### config.mk
export PLATFORM = sky130hd
export DESIGN_NAME = regfile_write_arbiter
export DESIGN_NICKNAME = d
export VERILOG_FILES = /design/src/rtl/regfile_write_arbiter_pkg.sv /design/src/rtl/regfile_write_arbiter_rr_arbiter.sv /design/src/rtl/regfile_write_arbiter.sv
export SDC_FILE = /design/constraint.sdc
export NUM_CORES = 1
export LEC_CHECK = 0
export BUFFER_PORTS_ARGS = -buffer_cell sky130_fd_sc_hd__buf_2
export CORE_ASPECT_RATIO = 1.1
export CORE_MARGIN = 3
export CORE_UTILIZATION = 45
export CTS_BUF_LIST = sky130_fd_sc_hd__clkbuf_4
export DETAILED_ROUTE_END_ITERATION = 6
export PLACE_DENSITY = 0.86
export SKIP_LAST_GASP = 1
export SLEW_MARGIN = 10
export SYNTH_ARGS = -nofsm -noshare
export SYNTH_HDL_FRONTEND = slang
export SYNTH_SLANG_ARGS = --single-unit
### constraint.sdc
create_clock -name CLK -period 2.3 [get_ports CLK]
set_input_delay 0.575 -clock CLK [delete_from_list [all_inputs] [get_ports CLK]]
set_output_delay 0.575 -clock CLK [all_outputs]
set_load 0.02 [all_outputs]
### src/rtl/regfile_write_arbiter_pkg.sv
// Shared constants and requester identifiers for the register-file write arbiter.
// Optional RAW hazard detection is enabled with the REGFILE_ARB_HAZARD_EN macro.
package regfile_arb_pkg;
  localparam int REG_ADDR_W      = 3;
  localparam int REG_DATA_W      = 16;
  localparam int DEFAULT_NUM_REQ = 3;

  typedef enum logic [1:0] {
    REQ_ALU  = 2'd0,
    REQ_MEM  = 2'd1,
    REQ_LINK = 2'd2
  } req_id_e;
endpackage

### src/rtl/regfile_write_arbiter_rr_arbiter.sv
// Round-robin arbiter: searches upward from a rotating pointer for the first valid requester.
module rr_arbiter #(
  parameter int NUM_REQ = 3,
  localparam int IDX_W  = $clog2(NUM_REQ)
) (
  input  logic               clk,
  input  logic               rst_n,
  input  logic [NUM_REQ-1:0] valid,
  input  logic               hold,
  input  logic               advance,
  output logic [NUM_REQ-1:0] grant,
  output logic [IDX_W-1:0]   index
);
  logic [IDX_W-1:0] ptr;
  logic [IDX_W-1:0] next_ptr;
  logic [IDX_W-1:0] cand;
  logic             found;

  always_comb begin
    grant = '0;
    index = '0;
    found = 1'b0;
    cand  = '0;
    if (!hold) begin
      for (int i = 0; i < NUM_REQ; i++) begin
        cand = IDX_W'((int'(ptr) + i) % NUM_REQ);
        if (!found && valid[cand]) begin
          found       = 1'b1;
          grant[cand] = 1'b1;
          index       = cand;
        end
      end
    end
  end

  // The requester just served drops to lowest priority on the next search.
  always_comb next_ptr = IDX_W'((int'(index) + 1) % NUM_REQ);

  always_ff @(posedge clk) begin
    if (!rst_n) begin
      ptr <= '0;
    end else if (advance) begin
      ptr <= next_ptr;
    end
  end
endmodule

### src/rtl/regfile_write_arbiter.sv
// Shares the register-file write port among NUM_REQ valid/ready writeback sources.
// Define REGFILE_ARB_HAZARD_EN to add read-address ports and the RAW hazard flag.
module regfile_write_arbiter
  import regfile_arb_pkg::*;
#(
  parameter int NUM_REQ = DEFAULT_NUM_REQ,
  parameter int DATA_W  = REG_DATA_W,
  parameter int ADDR_W  = REG_ADDR_W
) (
  input  logic                       CLK,
  input  logic                       RST_N,
  input  logic                       input_hold,
  input  logic [NUM_REQ-1:0]         input_req_valid,
  input  logic [NUM_REQ*ADDR_W-1:0]  input_req_address,
  input  logic [NUM_REQ*DATA_W-1:0]  input_req_value,
  output logic [NUM_REQ-1:0]         output_req_ready,
  output logic                       output_reg_write,
  output logic [ADDR_W-1:0]          output_reg_write_address,
  output logic [DATA_W-1:0]          output_reg_write_value,
  output logic [$clog2(NUM_REQ)-1:0] output_grant_id
`ifdef REGFILE_ARB_HAZARD_EN
  ,
  input  logic [ADDR_W-1:0]          input_reg_readA_address,
  input  logic [ADDR_W-1:0]          input_reg_readB_address,
  output logic                       output_raw_hazard
`endif
);
  localparam int IDX_W = $clog2(NUM_REQ);

  logic [NUM_REQ-1:0] grant_p0;
  logic [IDX_W-1:0]   index_p0;
  logic               transfer_p0;
  logic [ADDR_W-1:0]  address_p0;
  logic [DATA_W-1:0]  value_p0;

  logic               write_p1;
  logic [ADDR_W-1:0]  address_p1;
  logic [DATA_W-1:0]  value_p1;
  logic [IDX_W-1:0]   id_p1;

  // Stage p0: combinational grant and selection of the winner's payload.
  rr_arbiter #(.NUM_REQ(NUM_REQ)) u_rr (
    .clk     (CLK),
    .rst_n   (RST_N),
    .valid   (input_req_valid),
    .hold    (input_hold | ~RST_N),
    .advance (transfer_p0),
    .grant   (grant_p0),
    .index   (index_p0)
  );

  assign output_req_ready = grant_p0;
  assign transfer_p0      = |(input_req_valid & grant_p0);

  always_comb begin
    address_p0 = input_req_address[int'(index_p0)*ADDR_W +: ADDR_W];
    value_p0   = input_req_value[int'(index_p0)*DATA_W +: DATA_W];
  end

  // Stage p1: registered write port; payload holds when no transfer occurs.
  always_ff @(posedge CLK) begin
    if (!RST_N) begin
      write_p1   <= 1'b0;
      address_p1 <= '0;
      value_p1   <= '0;
      id_p1      <= '0;
    end else begin
      write_p1 <= transfer_p0;
      if (transfer_p0) begin
        address_p1 <= address_p0;
        value_p1   <= value_p0;
        id_p1      <= index_p0;
      end
    end
  end

  assign output_reg_write         = write_p1;
  assign output_reg_write_address = address_p1;
  assign output_reg_write_value   = value_p1;
  assign output_grant_id          = id_p1;

`ifdef REGFILE_ARB_HAZARD_EN
  // A read of the register being written this cycle would see the old value.
  assign output_raw_hazard = write_p1 &&
                             ((address_p1 == input_reg_readA_address) ||
                              (address_p1 == input_reg_readB_address));
`endif
endmodule

==> results.txt <==
Worst-path clk slew: 150 ps
final worst slack: -550 ps
Rel. slew slack: 72.0%
slowest CP cell: a221o_1
area fraction of the dominant cell type after synthesis: 24.3%
Yosys top cell by area: o22ai_2
Final ANT Viol Nets: 0
cell family with most CP delay: compound AO/OA/AOI/OAI gates
initial antenna violation count: 0
Crit Path Class: flop to primary output
Mapped Cells: 220
area grow syn2layout: 68.5%
Final GP Congestion: 0.908
fmax: 351 MHz
Mapped Nets: 288
commonest non-fill, non-tap cell in the layout: buf_2
WP data required: 1730 ps
final setup skew: 10.2 ps
max cap viols: 0
CP startpoint: u_rr.ptr[0]$_SDFFE_PN0P_
CTS H-Tree Depth: 1
Worst R2R Start: u_rr.ptr[0]$_SDFFE_PN0P_
Post-synth ARST share: 0%
RSZ-0062 raised after global routing: true
fin crit period: 2850 ps
CP endpoint kind: primary output
setup slack, reg-to-reg: -390 ps
Synth Flop Type: dfxtp_1
Synth cell types: 47
final setup vio count: 27
most frequent cells in the layout: 84 x buf_2, 57 x buf_4, 25 x nand2_1
number of warnings issued by yosys: 0
cells taking the most area after synthesis: o22ai_2 24%, dfxtp_1 24%, a221oi_1 8.7%, and2_1 5.9%, nand2_1 4.7%
# nets final: 427
clock root buffer: clkbuf_4
clk_lat worst skew: 340 ps
routed length per instance: 22.1 um
Worst Reg-to-Reg Cells: 11
IO Pins: 88
startpoint types: flop
reg2reg end: u_rr.ptr[0]$_SDFFE_PN0P_
crit path cell chain: inv_2, ha_4, mux2_4, a221o_1, a211oi_4, nor3_2, buf_4
die width: 69.7 um
CP Depth: 7
Power Dens Cells: 469 nW/um^2
vias per std cell: 6.43
fillcell total: 224
cell area after synthesis: 2010 sq um
crit path capture: output_req_ready[1]
worst path bufs/invs: 2
Slew Viols, Final: 0
Post-CTS Hold Buffers: 0
ANT cells: 0
setup TNS: -8540 ps
mean area per synthesized cell: 9.14 sq um
Seq cells post-synth: 24
overall routed net length: 9070 um
crit path DAT: 2270 ps
GRT Total Usage: 25.7%
cell row count: 24
crit-path max FO: 5
final hold viol count: 0
deepest clock path buffer count: 2
Register Area: 485 sq um
Die Y: 76.1 um
critical path's largest stage delay: 410 ps
number of synthesized flops with an enable pin: 0
outcome: complete, but fails checks
Initial Util: 48.5%
grt total ovfl: 0
CTS tree: done
DR vias: 2638
vias in the first global route: 2459
hold_ws: 493 ps
failing checks: setup timing
Sink Count: 24
Port Buffers: 87
CTS Buf Count: 3
Final Cycle Share: 124%
worst-margin pin slew: 418 ps
Peak VDD IR: 0.342 mV
worst slack at placement: -493 ps
DRC viols: 0
area of the multi-input gates: 1690 sq um
post-DP HPWL: 5000 um
initial detailed-routing violation count: 299
Leakage: 1.44 nW
global-route wire length before repair: 11400 um
worst min-delay path category: flop to flop
die area: 5310 sq um
largest net degree at the start of global routing: 24
core area: 4140 sq um
register area share after synthesis: 23.9%
first-pass detailed-route iteration total: 5
share of layout cells above drive strength 1: 65.1%
-- metal layers --
metal	up-vias	global-route usage, %	wire length (um)
met5	-	0	0
met4	0	8.05	583
met3	59	3.96	773
met2	207	48.0	4520
met1	1248	29.6	3190
li1	1124	-	-
-- state kept, by name, indices dropped and copies added, names as in the netlist --
register and cells:
output_grant_id 2, output_reg_write_address 3, output_reg_write_value 16, u_rr.ptr 2
output_reg_write 1
-- per-stage QoR --
step	total power, mW	util [%]	std cells	cell area (sq um)
3_5_place_dp	1.09	68.1	384	2820
6_report	1.59	81.8	410	3390
3_3_place_gp	1.07	68.1	384	2820
2_1_floorplan	0.847	-	220	2050
5_1_grt	1.65	81.8	410	3390
4_1_cts	1.43	72.3	398	3000
-- kinds of logic (layout without fill, tap and decap cells) --
kind of cell    Yosys count  after routing  share of synthesized area, %
compound gates           86             86                          44.0
fa+ha+maj                 5              5                          3.11
buf+inv                  27            164                          7.22
flops                    24             24                          23.9
mux                       4              4                          2.24
simple gates             74             75                          19.5
-- cell usage after synthesis, types with 3 or more instances --
library cell / n
dfxtp_1: 24
buf_2: 5
inv_1: 6
and2_1: 19
nor2_1: 4
nand3_1: 6
a221oi_1: 20
clkbuf_1: 9
a21oi_1: 5
o21ai_0: 5
ha_1: 5
nor2b_1: 5
buf_6: 4
nand2_1: 25
mux2i_1: 3
o22ai_2: 39
-- report_power, final --
| group | switching (mW) | internal, mW |
|---|---|---|
| Sequential | 0.0286 | 0.457 |
| Clock | 0.145 | 0.177 |
| Combinational | 0.412 | 0.371 |
| Total | 0.586 | 1.00 |
-- worst min path at each step --
stage                                            from                                      to  slack, ps  cells past startpoint
2_1_floorplan                u_rr.ptr[0]$_SDFFE_PN0P_                u_rr.ptr[0]$_SDFFE_PN0P_        470                      2
3_3_place_gp          output_grant_id[1]$_SDFFE_PN0P_         output_grant_id[1]$_SDFFE_PN0P_        450                      2
3_5_place_dp          output_grant_id[1]$_SDFFE_PN0P_         output_grant_id[1]$_SDFFE_PN0P_        460                      2
4_1_cts               output_grant_id[1]$_SDFFE_PN0P_         output_grant_id[1]$_SDFFE_PN0P_        480                      2
5_1_grt        output_reg_write_value[2]$_SDFFE_PN0P_  output_reg_write_value[2]$_SDFFE_PN0P_        520                      2
6_report       output_reg_write_value[8]$_SDFFE_PN0P_  output_reg_write_value[8]$_SDFFE_PN0P_        490                      2
-- tightest hold or removal path, cell delays in order (launching register included) --
cell and delay, ps:
dfxtp_1 330, nand2_1 60, o22ai_2 70
-- final cells by class --
| class | count | share of cell area, % |
|---|---|---|
| Inverter | 6 | 0.665 |
| Multi-Input combinational cell | 170 | 49.8 |
| Clock buffer | 3 | 0.665 |
| Clock inverter | 1 | 0.886 |
| Timing Repair Buffer | 154 | 31.7 |
| Sequential cell | 24 | 14.3 |
| Tap cell | 52 | 1.92 |
-- repair_timing --
action | CTS | global route
cloned | 0 | 4
endpoints found under the setup margin | 27 | 27
setup buffers | 10 | 9
gates resized for setup | 12 | 42
pin swaps | 9 | 10
No activity file was read; power rests on OpenSTA's default activity.
